**src/rtl/pixel_wise_filter_pipe.sv**
```systemverilog
// Multi-channel pixel-wise filter with one registered valid/ready stage and frame-aligned config.
// Optional compile macro BRIGHT_RAMP_EN: limits the brightness change per frame to RAMP_STEP.
module pixel_wise_filter_pipe #(
  parameter int CHANNELS  = 3,
  parameter int BITS      = 8,
  parameter int MAX_BPM   = 200,
  parameter int STEP_SIZE = 327,
  parameter int RAMP_STEP = 16,
  parameter int BPM_W     = $clog2(MAX_BPM + 1)
) (
  input  logic                     clk,
  input  logic                     reset,
  input  logic [CHANNELS*BITS-1:0] in_data,
  input  logic                     in_valid,
  input  logic                     in_sop,
  output logic                     in_ready,
  input  logic                     filter_enable,
  input  logic [1:0]               filter_mode,
  input  logic [BPM_W-1:0]         bpm_estimate,
  output logic [CHANNELS*BITS-1:0] out_data,
  output logic                     out_valid,
  output logic                     out_sop,
  input  logic                     out_ready,
  output logic [BITS-1:0]          brightness
);

  localparam logic [BITS-1:0] PIX_MAX = '1;

  // Handshake: a beat moves when valid && ready on the same edge. The output register
  // may be refilled in the cycle it is drained, so in_ready only drops on a stalled output.
  logic accept;
  logic sop_accept;
  assign in_ready   = !out_valid || out_ready;
  assign accept     = in_valid && in_ready;
  assign sop_accept = accept && in_sop;

  logic            cfg_enable;
  logic [1:0]      cfg_mode;
  logic [BITS-1:0] cfg_b;

  logic [BPM_W-1:0] bpm_c;
  logic [31:0]      prod;
  logic [31:0]      scaled;
  logic [BITS-1:0]  target;
  logic [BITS-1:0]  b_next;

  always_comb begin
    bpm_c  = (bpm_estimate > BPM_W'(MAX_BPM)) ? BPM_W'(MAX_BPM) : bpm_estimate;
    prod   = 32'(STEP_SIZE) * 32'(bpm_c);
    scaled = prod >> 8;
    target = (scaled > 32'(PIX_MAX)) ? PIX_MAX : scaled[BITS-1:0];
  end

`ifdef BRIGHT_RAMP_EN
  // Step toward the target; the last step lands exactly on it so b never overshoots.
  always_comb begin
    b_next = target;
    if (32'(target) > 32'(cfg_b) + 32'(RAMP_STEP)) begin
      b_next = cfg_b + BITS'(RAMP_STEP);
    end else if (32'(target) + 32'(RAMP_STEP) < 32'(cfg_b)) begin
      b_next = cfg_b - BITS'(RAMP_STEP);
    end
  end
`else
  assign b_next = target;
`endif

  // A sop beat is filtered with the configuration it is latching, not the previous one.
  logic            eff_enable;
  logic [1:0]      eff_mode;
  logic [BITS-1:0] eff_b;
  assign eff_enable = sop_accept ? filter_enable : cfg_enable;
  assign eff_mode   = sop_accept ? filter_mode   : cfg_mode;
  assign eff_b      = sop_accept ? b_next        : cfg_b;

  logic [CHANNELS*BITS-1:0] filtered;

  for (genvar c = 0; c < CHANNELS; c++) begin : g_ch
    logic [BITS-1:0] p;
    logic [BITS:0]   sum;
    logic [BITS-1:0] f;

    assign p   = in_data[c*BITS +: BITS];
    assign sum = {1'b0, p} + {1'b0, eff_b};

    always_comb begin
      f = p;
      if (eff_enable) begin
        case (eff_mode)
          2'd0:    f = (p <= eff_b) ? '0 : p;
          2'd1:    f = sum[BITS:1];
          2'd2:    f = sum[BITS] ? PIX_MAX : sum[BITS-1:0];
          default: f = (p > eff_b) ? PIX_MAX : '0;
        endcase
      end
    end

    assign filtered[c*BITS +: BITS] = f;
  end

  always_ff @(posedge clk) begin
    if (reset) begin
      out_data   <= '0;
      out_valid  <= 1'b0;
      out_sop    <= 1'b0;
      cfg_enable <= 1'b0;
      cfg_mode   <= 2'd0;
      cfg_b      <= '0;
    end else begin
      if (accept) begin
        out_data  <= filtered;
        out_sop   <= in_sop;
        out_valid <= 1'b1;
        if (in_sop) begin
          cfg_enable <= filter_enable;
          cfg_mode   <= filter_mode;
          cfg_b      <= b_next;
        end
      end else if (out_ready) begin
        out_valid <= 1'b0;
      end
    end
  end

  assign brightness = cfg_b;

endmodule

```
**config.mk**
```make
export PLATFORM = sky130hd
export DESIGN_NAME = pixel_wise_filter_pipe
export DESIGN_NICKNAME = d
export VERILOG_FILES = /design/src/rtl/pixel_wise_filter_pipe.sv
export SDC_FILE = /design/constraint.sdc
export NUM_CORES = 1
export LEC_CHECK = 0
export ABC_AREA = 1
export CAP_MARGIN = 30
export CORE_UTILIZATION = 40
export CTS_CLUSTER_SIZE = 10
export DETAILED_ROUTE_END_ITERATION = 10
export PLACE_DENSITY_LB_ADDON = 0.1
export SLEW_MARGIN = 20
export SYNTH_ARGS = -nofsm -noshare
export SYNTH_HDL_FRONTEND = slang
export SYNTH_SLANG_ARGS = --single-unit
```
**constraint.sdc**
```tcl
create_clock -name clk -period 5.3 [get_ports clk]
set_input_delay 0.53 -clock clk [delete_from_list [all_inputs] [get_ports clk]]
set_output_delay 0.53 -clock clk [all_outputs]
set_load 0.05 [all_outputs]
```
==> results of run 1 <==
[report_power, final]
part | leakage, nW | total (mW) | switching [mW] | internal [mW]
clock network | 0.0706 | 0.302 | 0.129 | 0.173
registers | 0.306 | 0.319 | 0.0157 | 0.303
logic | 3.66 | 1.64 | 0.906 | 0.734
[area by class of cell]
| type | instances | area, um^2 |
|---|---|---|
| clock inverters | 2 | 10.0 |
| clock buffers | 6 | 129 |
| well taps | 172 | 215 |
| repair buffers | 214 | 1810 |
| multi-input cells | 627 | 4710 |
| fillers | 1133 | 4650 |
| inverters | 128 | 508 |
| flip-flops and latches | 37 | 741 |
[stage by stage]
step           area (um^2)   util  setup slack, ns  instances
3_3_place_gp          7070  0.554           -0.936       1147
5_1_grt               8120  0.636           -0.511       1186
2_1_floorplan         5400      -         0.000414        811
3_5_place_dp          7070  0.554            -1.06       1147
4_1_cts               7710  0.603          -0.0307       1177
6_report              8120  0.636           -0.227       1186
[registers in the layout (all words and copies together), names as in the netlist]
register,cells
out_valid,1
out_data,24
out_sop,1
brightness,8
cfg_enable,1
cfg_mode,2
[final timing paths]
kind	slack (ns)	depth (start not counted)	startpoint	end
worst max-delay path	-0.23	37	bpm_estimate[1]	out_data[15]
worst min-delay path	0.46	2	out_sop	out_sop
worst max register to register	2.41	18	out_valid	out_data[16]
worst min register to register	0.46	2	out_sop	out_sop
[routing by layer]
layer | global-route usage | up-vias | share of wire
met3 | 0.0345 | 25 | 0.059
li1 | - | 3050 | -
met5 | 0 | - | 0
met4 | 0.0739 | 0 | 0.018
met1 | 0.348 | 2783 | 0.46
met2 | 0.430 | 199 | 0.47
[critical path, delay by kind of cell]
family	cells	cell delay (ns)
AO/OA/AOI/OAI	6	0.72
AND/OR/NAND/NOR	17	1.64
adder cells (fa/ha/maj)	6	2.06
buffers and inverters	8	0.68
[layout by cell type (no fill, tap or decap), types with 23 or more instances in the layout]
cell / instances
inv_1: 103
dfxtp_1: 37
buf_4: 133
clkdlybuf4s50_1: 66
nor2_1: 38
nand2_1: 176
nand3_1: 50
o21ai_0: 34
a21oi_1: 58
ha_4: 23
ha_1: 75
[logic make-up after synthesis]
kind of cell / share of synthesized area
compound gates: 0.146
flops: 0.139
fa+ha+maj: 0.281
buf+inv: 0.109
simple gates: 0.302
xor+xnor: 0.0230
[timing repair]
item,4_1_cts,5_1_grt
buffers inserted,21,9
setup endpoints to repair,24,24
gates cloned,1,0
resized for setup,114,81
pin swaps,24,26
==> results.sh, run 1 <==
export IMPL_setup_viol=24
export IMPL_power_leakage_nw=4.03
export IMPL_end_kind="flip-flop"
export IMPL_ys_seq_area_frac=0.139
export IMPL_synth_top_area_frac=0.240
export IMPL_status="complete, but fails checks"
export IMPL_slew_headroom=0.436
export IMPL_drive_above_1_share=0.314
export IMPL_initial_core_util=0.417
export IMPL_total_power_mw=2.26
export IMPL_dp_hpwl_mm=13.3
export IMPL_yosysWarnings=0
export IMPL_period_minus_slack_ns=5.53
export IMPL_htree_levels=2
export IMPL_clk_pin_slew_ns=0.06
export IMPL_via_per_inst=5.11
export IMPL_grt_setup_unrepaired="yes"
export IMPL_cpPeakStageDelay_ns=0.50
export IMPL_yosysMostFrequentCell="nand2_1"
export IMPL_grt_first_pass_wirelength_mm=28.9
export IMPL_ir_drop_mv=0.158
export IMPL_drc=0
export IMPL_antennaDiodeCount=0
export IMPL_arrival_ns=5.68
export IMPL_first_pass_iters=6
export IMPL_violations="setup timing"
export IMPL_clock_latency_ns=0.29
export IMPL_grt_pass1_vias=5912
export IMPL_worst_slack_ns=-0.227
export IMPL_period_share=1.04
export IMPL_cts_tree="done"
export IMPL_core_rowCount=41
export IMPL_ys_ff_latch=37
export IMPL_holdWs_ns=0.464
export IMPL_worst_pin_slew_ns=0.846
export IMPL_path_class="in2reg"
export IMPL_port_buffers=74
export IMPL_ctsHoldBuffers=0
export IMPL_fp_dieH_um=117
export IMPL_synth_largest_area_cell="ha_1"
export IMPL_synth_area_leaders="ha_1, dfxtp_1, nand2_1"
export IMPL_cts_root_buf="clkbuf_16"
export IMPL_max_freq_mhz=181
export IMPL_overflow=0
export IMPL_hold_path_class="reg2reg"
export IMPL_crit_required_ns=5.45
export IMPL_io_pins=75
export IMPL_power_density_mw_per_mm2=278
export IMPL_drt_wl_total_mm=18.2
export IMPL_cts_buffer_depth=2
export IMPL_syn_avg_cell_area_um2=6.56
export IMPL_antenna_found_initial=0
export IMPL_die_w_um=117
export IMPL_synth_edff_count=0
export IMPL_area_growth_synth_to_final_pct=52.5
export IMPL_vias=6057
export IMPL_fin_tns_setup_ns=-3.18
export IMPL_dieArea_mm2=0.0138
export IMPL_gp_congestion=0.919
export IMPL_track_usage=0.259
export IMPL_hold_violations=0
export IMPL_synthesis_nets=964
export IMPL_syn_inst=811
export IMPL_antenna_left=0
export IMPL_numCtsBuffers=5
export IMPL_grt_start_max_net_pins=28
export IMPL_ys_async_sr_fraction=0
export IMPL_final_net_count=1166
export IMPL_ys_types=37
export IMPL_cp_common_cell="nand2_2"
export IMPL_synth_ff_type="dfxtp_1"
export IMPL_drt_iter0_markers=333
export IMPL_wl_per_cell_um=15.3
export IMPL_drv_slew=0
export IMPL_cpMaxStageDelayCell="fa_1"
export IMPL_critPathLaunchType="input port"
export IMPL_cts_sinks=37
export IMPL_synthesis_area_mm2=0.00532
export IMPL_core_mm2=0.0128
export IMPL_synthTopCellsByCount="nand2_1, inv_1, ha_1, a21oi_1, nand3_1"
export IMPL_crit_path_max_fanout=6
export IMPL_clock_skew_ns=0.00660
export IMPL_maxCapViolCount=0
Note: power is estimated with default switching activity, not from simulation.
==> run 2, diff against run 1 <==
--- a/config.mk
+++ b/config.mk
@@ -6,7 +6,7 @@
 export NUM_CORES = 1
 export LEC_CHECK = 0
 export ABC_AREA = 1
-export CAP_MARGIN = 30
+export CAP_MARGIN = 40
 export CORE_UTILIZATION = 40
 export CTS_CLUSTER_SIZE = 10
 export DETAILED_ROUTE_END_ITERATION = 10
==> run 2 against run 1 <==
The flow still finishes with violations (setup timing). Clock skew fell by 0.0012 ns. Routed wire length rose by 1.7%. Register-to-register slack got worse by 0.06 ns. Sequential cell count did not move. Sequential power barely moved. First-iteration DRC count fell by 7.8%. Critical path depth fell by 1. Design area rose by 3.5%. Clock-buffer cell count did not move. Clock power barely moved. Critical path type unchanged.
==> results.sh, run 2 (same netlist as run 1, synthesis figures left out) <==
export IMPL_status="complete, but fails checks"
export IMPL_violations="setup timing"
export IMPL_end_kind="flip-flop"
export IMPL_overflow=0
export IMPL_period_share=1.03
export IMPL_power_density_mw_per_mm2=277
export IMPL_maxCapViolCount=0
export IMPL_cp_num_buf_inv=8
export IMPL_critPathLaunchType="input port"
export IMPL_grt_pass1_vias=5912
export IMPL_drv_slew=0
export IMPL_final_net_count=1165
export IMPL_track_usage=0.259
export IMPL_gp_congestion=0.919
export IMPL_antennaDiodeCount=0
export IMPL_grt_start_max_net_pins=28
export IMPL_numCtsBuffers=5
export IMPL_setup_viol=23
export IMPL_wl_per_cell_um=15.6
export IMPL_hold_violations=0
export IMPL_period_minus_slack_ns=5.45
export IMPL_antenna_left=0
export IMPL_hold_depth=2
export IMPL_rr_worst_depth=18
export IMPL_ctsHoldBuffers=0
export IMPL_crit_required_ns=5.52
export IMPL_nFillCells=1087
export IMPL_power_leakage_nw=4.08
export IMPL_grt_setup_unrepaired="yes"
export IMPL_port_buffers=74
export IMPL_dieArea_mm2=0.0138
export IMPL_arrival_ns=5.67
export IMPL_reg2reg_from="out_valid"
export IMPL_dp_slack_ns=-1.06
export IMPL_vias=6110
export IMPL_rrSetupSlack_ns=2.35
export IMPL_core_rowCount=41
export IMPL_cts_sinks=37
export IMPL_worst_slack_ns=-0.154
export IMPL_largest_register_ffs=24
export IMPL_startpoint="bpm_estimate[2]"
export IMPL_worst_pin_slew_ns=0.818
export IMPL_mostFrequentLayoutCells="nand2_1, buf_4, inv_1"
export IMPL_cts_tree="done"
export IMPL_cp_top_family="adder cells"
export IMPL_first_pass_iters=5
export IMPL_die_w_um=117
export IMPL_path_class="in2reg"
export IMPL_clock_skew_ns=0.00535
export IMPL_grt_first_pass_wirelength_mm=28.9
export IMPL_io_pins=75
export IMPL_cts_root_buf="clkbuf_16"
export IMPL_cpPeakStageDelay_ns=0.49
export IMPL_dp_hpwl_mm=13.3
export IMPL_drt_iter0_markers=307
export IMPL_clock_latency_ns=0.29
export IMPL_total_power_mw=2.33
export IMPL_slew_headroom=0.453
export IMPL_hp_start="out_sop"
export IMPL_antenna_found_initial=0
export IMPL_drt_wl_total_mm=18.5
export IMPL_regMostFlops="out_data"
export IMPL_final_common_cell="nand2_1"
export IMPL_htree_levels=2
export IMPL_core_mm2=0.0128
export IMPL_drc=0
export IMPL_area_growth_synth_to_final_pct=57.9
export IMPL_cts_buffer_depth=2
export IMPL_fp_dieH_um=117
export IMPL_clk_pin_slew_ns=0.06
export IMPL_hold_path_class="reg2reg"
export IMPL_via_per_inst=5.16
export IMPL_max_freq_mhz=183
export IMPL_dp_cells=1147
export IMPL_hold_end="out_sop"
export IMPL_fin_util=0.658
export IMPL_cp_common_cell="nand2_1"
export IMPL_drive_above_1_share=0.345
export IMPL_cpMaxStageDelayCell="fa_1"
export IMPL_initial_core_util=0.417
export IMPL_crit_path_max_fanout=6
export IMPL_finalNonFillerCells=1185
export IMPL_ir_drop_mv=0.151
export IMPL_r2r_end="out_data[16]"
==> run 2: cell types whose count changed in the layout (fill, tap and decap cells not counted), moves of 6 or more <==
cell	change
nand3_1	-7
a21oi_1	-9
ha_1	-9
nand2_1	-6
ha_4	+12
a21oi_2	+6
==> run 2: tightest hold or removal path, stage by stage (launching register included) <==
cell	delay [ns]
dfxtp_1	0.31
nand2_1	0.06
a21oi_1	0.05
==> run 2: how the worst max path moves through the flow <==
stage                    to  slack (ns)  cells after the start
2_1_floorplan   out_data[7]      0.0004                     29
3_3_place_gp    out_data[5]       -0.94                     29
3_5_place_dp   out_data[15]       -1.06                     36
4_1_cts         out_data[7]       -0.03                     36
5_1_grt        out_data[16]       -0.41                     36
6_report       out_data[16]       -0.15                     36
==> run 2: per-stage QoR <==
step | setup TNS, ns | cell area (um^2) | hold WS (ns)
2_1_floorplan | 0 | 5400 | 0.574
3_3_place_gp | -20.73 | 7070 | 0.449
3_5_place_dp | -23.58 | 7070 | 0.457
4_1_cts | -0.0569 | 7710 | 0.467
5_1_grt | -7.63 | 8410 | 0.493
6_report | -2.02 | 8410 | 0.463
==> run 2: per-layer routing <==
layer	track usage	routed length (um)	vias to the layer above
li1	-	-	3048
met1	0.348	8320	2829
met2	0.430	8720	194
met3	0.0345	1020	39
met4	0.0739	422	0
met5	0	0	-
==> run 2: repair_timing <==
| action | CTS | global route |
|---|---|---|
| setup endpoints to repair | 24 | 24 |
| gates resized for setup | 114 | 132 |
| endpoints found under the hold margin | 0 | 0 |
| gates cloned | 1 | 0 |
| pin swaps | 24 | 35 |
| setup buffers | 21 | 7 |
==> run 2: final cells by class <==
class	count	area [um^2]	share of cell area
clock inverters	2	10.0	0.00119
clock buffers	6	129	0.0153
inverters	128	510	0.0607
well taps	172	215	0.0256
repair buffers	213	1820	0.216
multi-input cells	627	4980	0.593
flip-flops and latches	37	741	0.0881
==> run 2: power by group <==
group          switching, mW  total (mW)  internal (mW)
clock network          0.128       0.301          0.173
registers             0.0161       0.319          0.303
logic                  0.939        1.71          0.772
total                   1.08        2.33           1.25
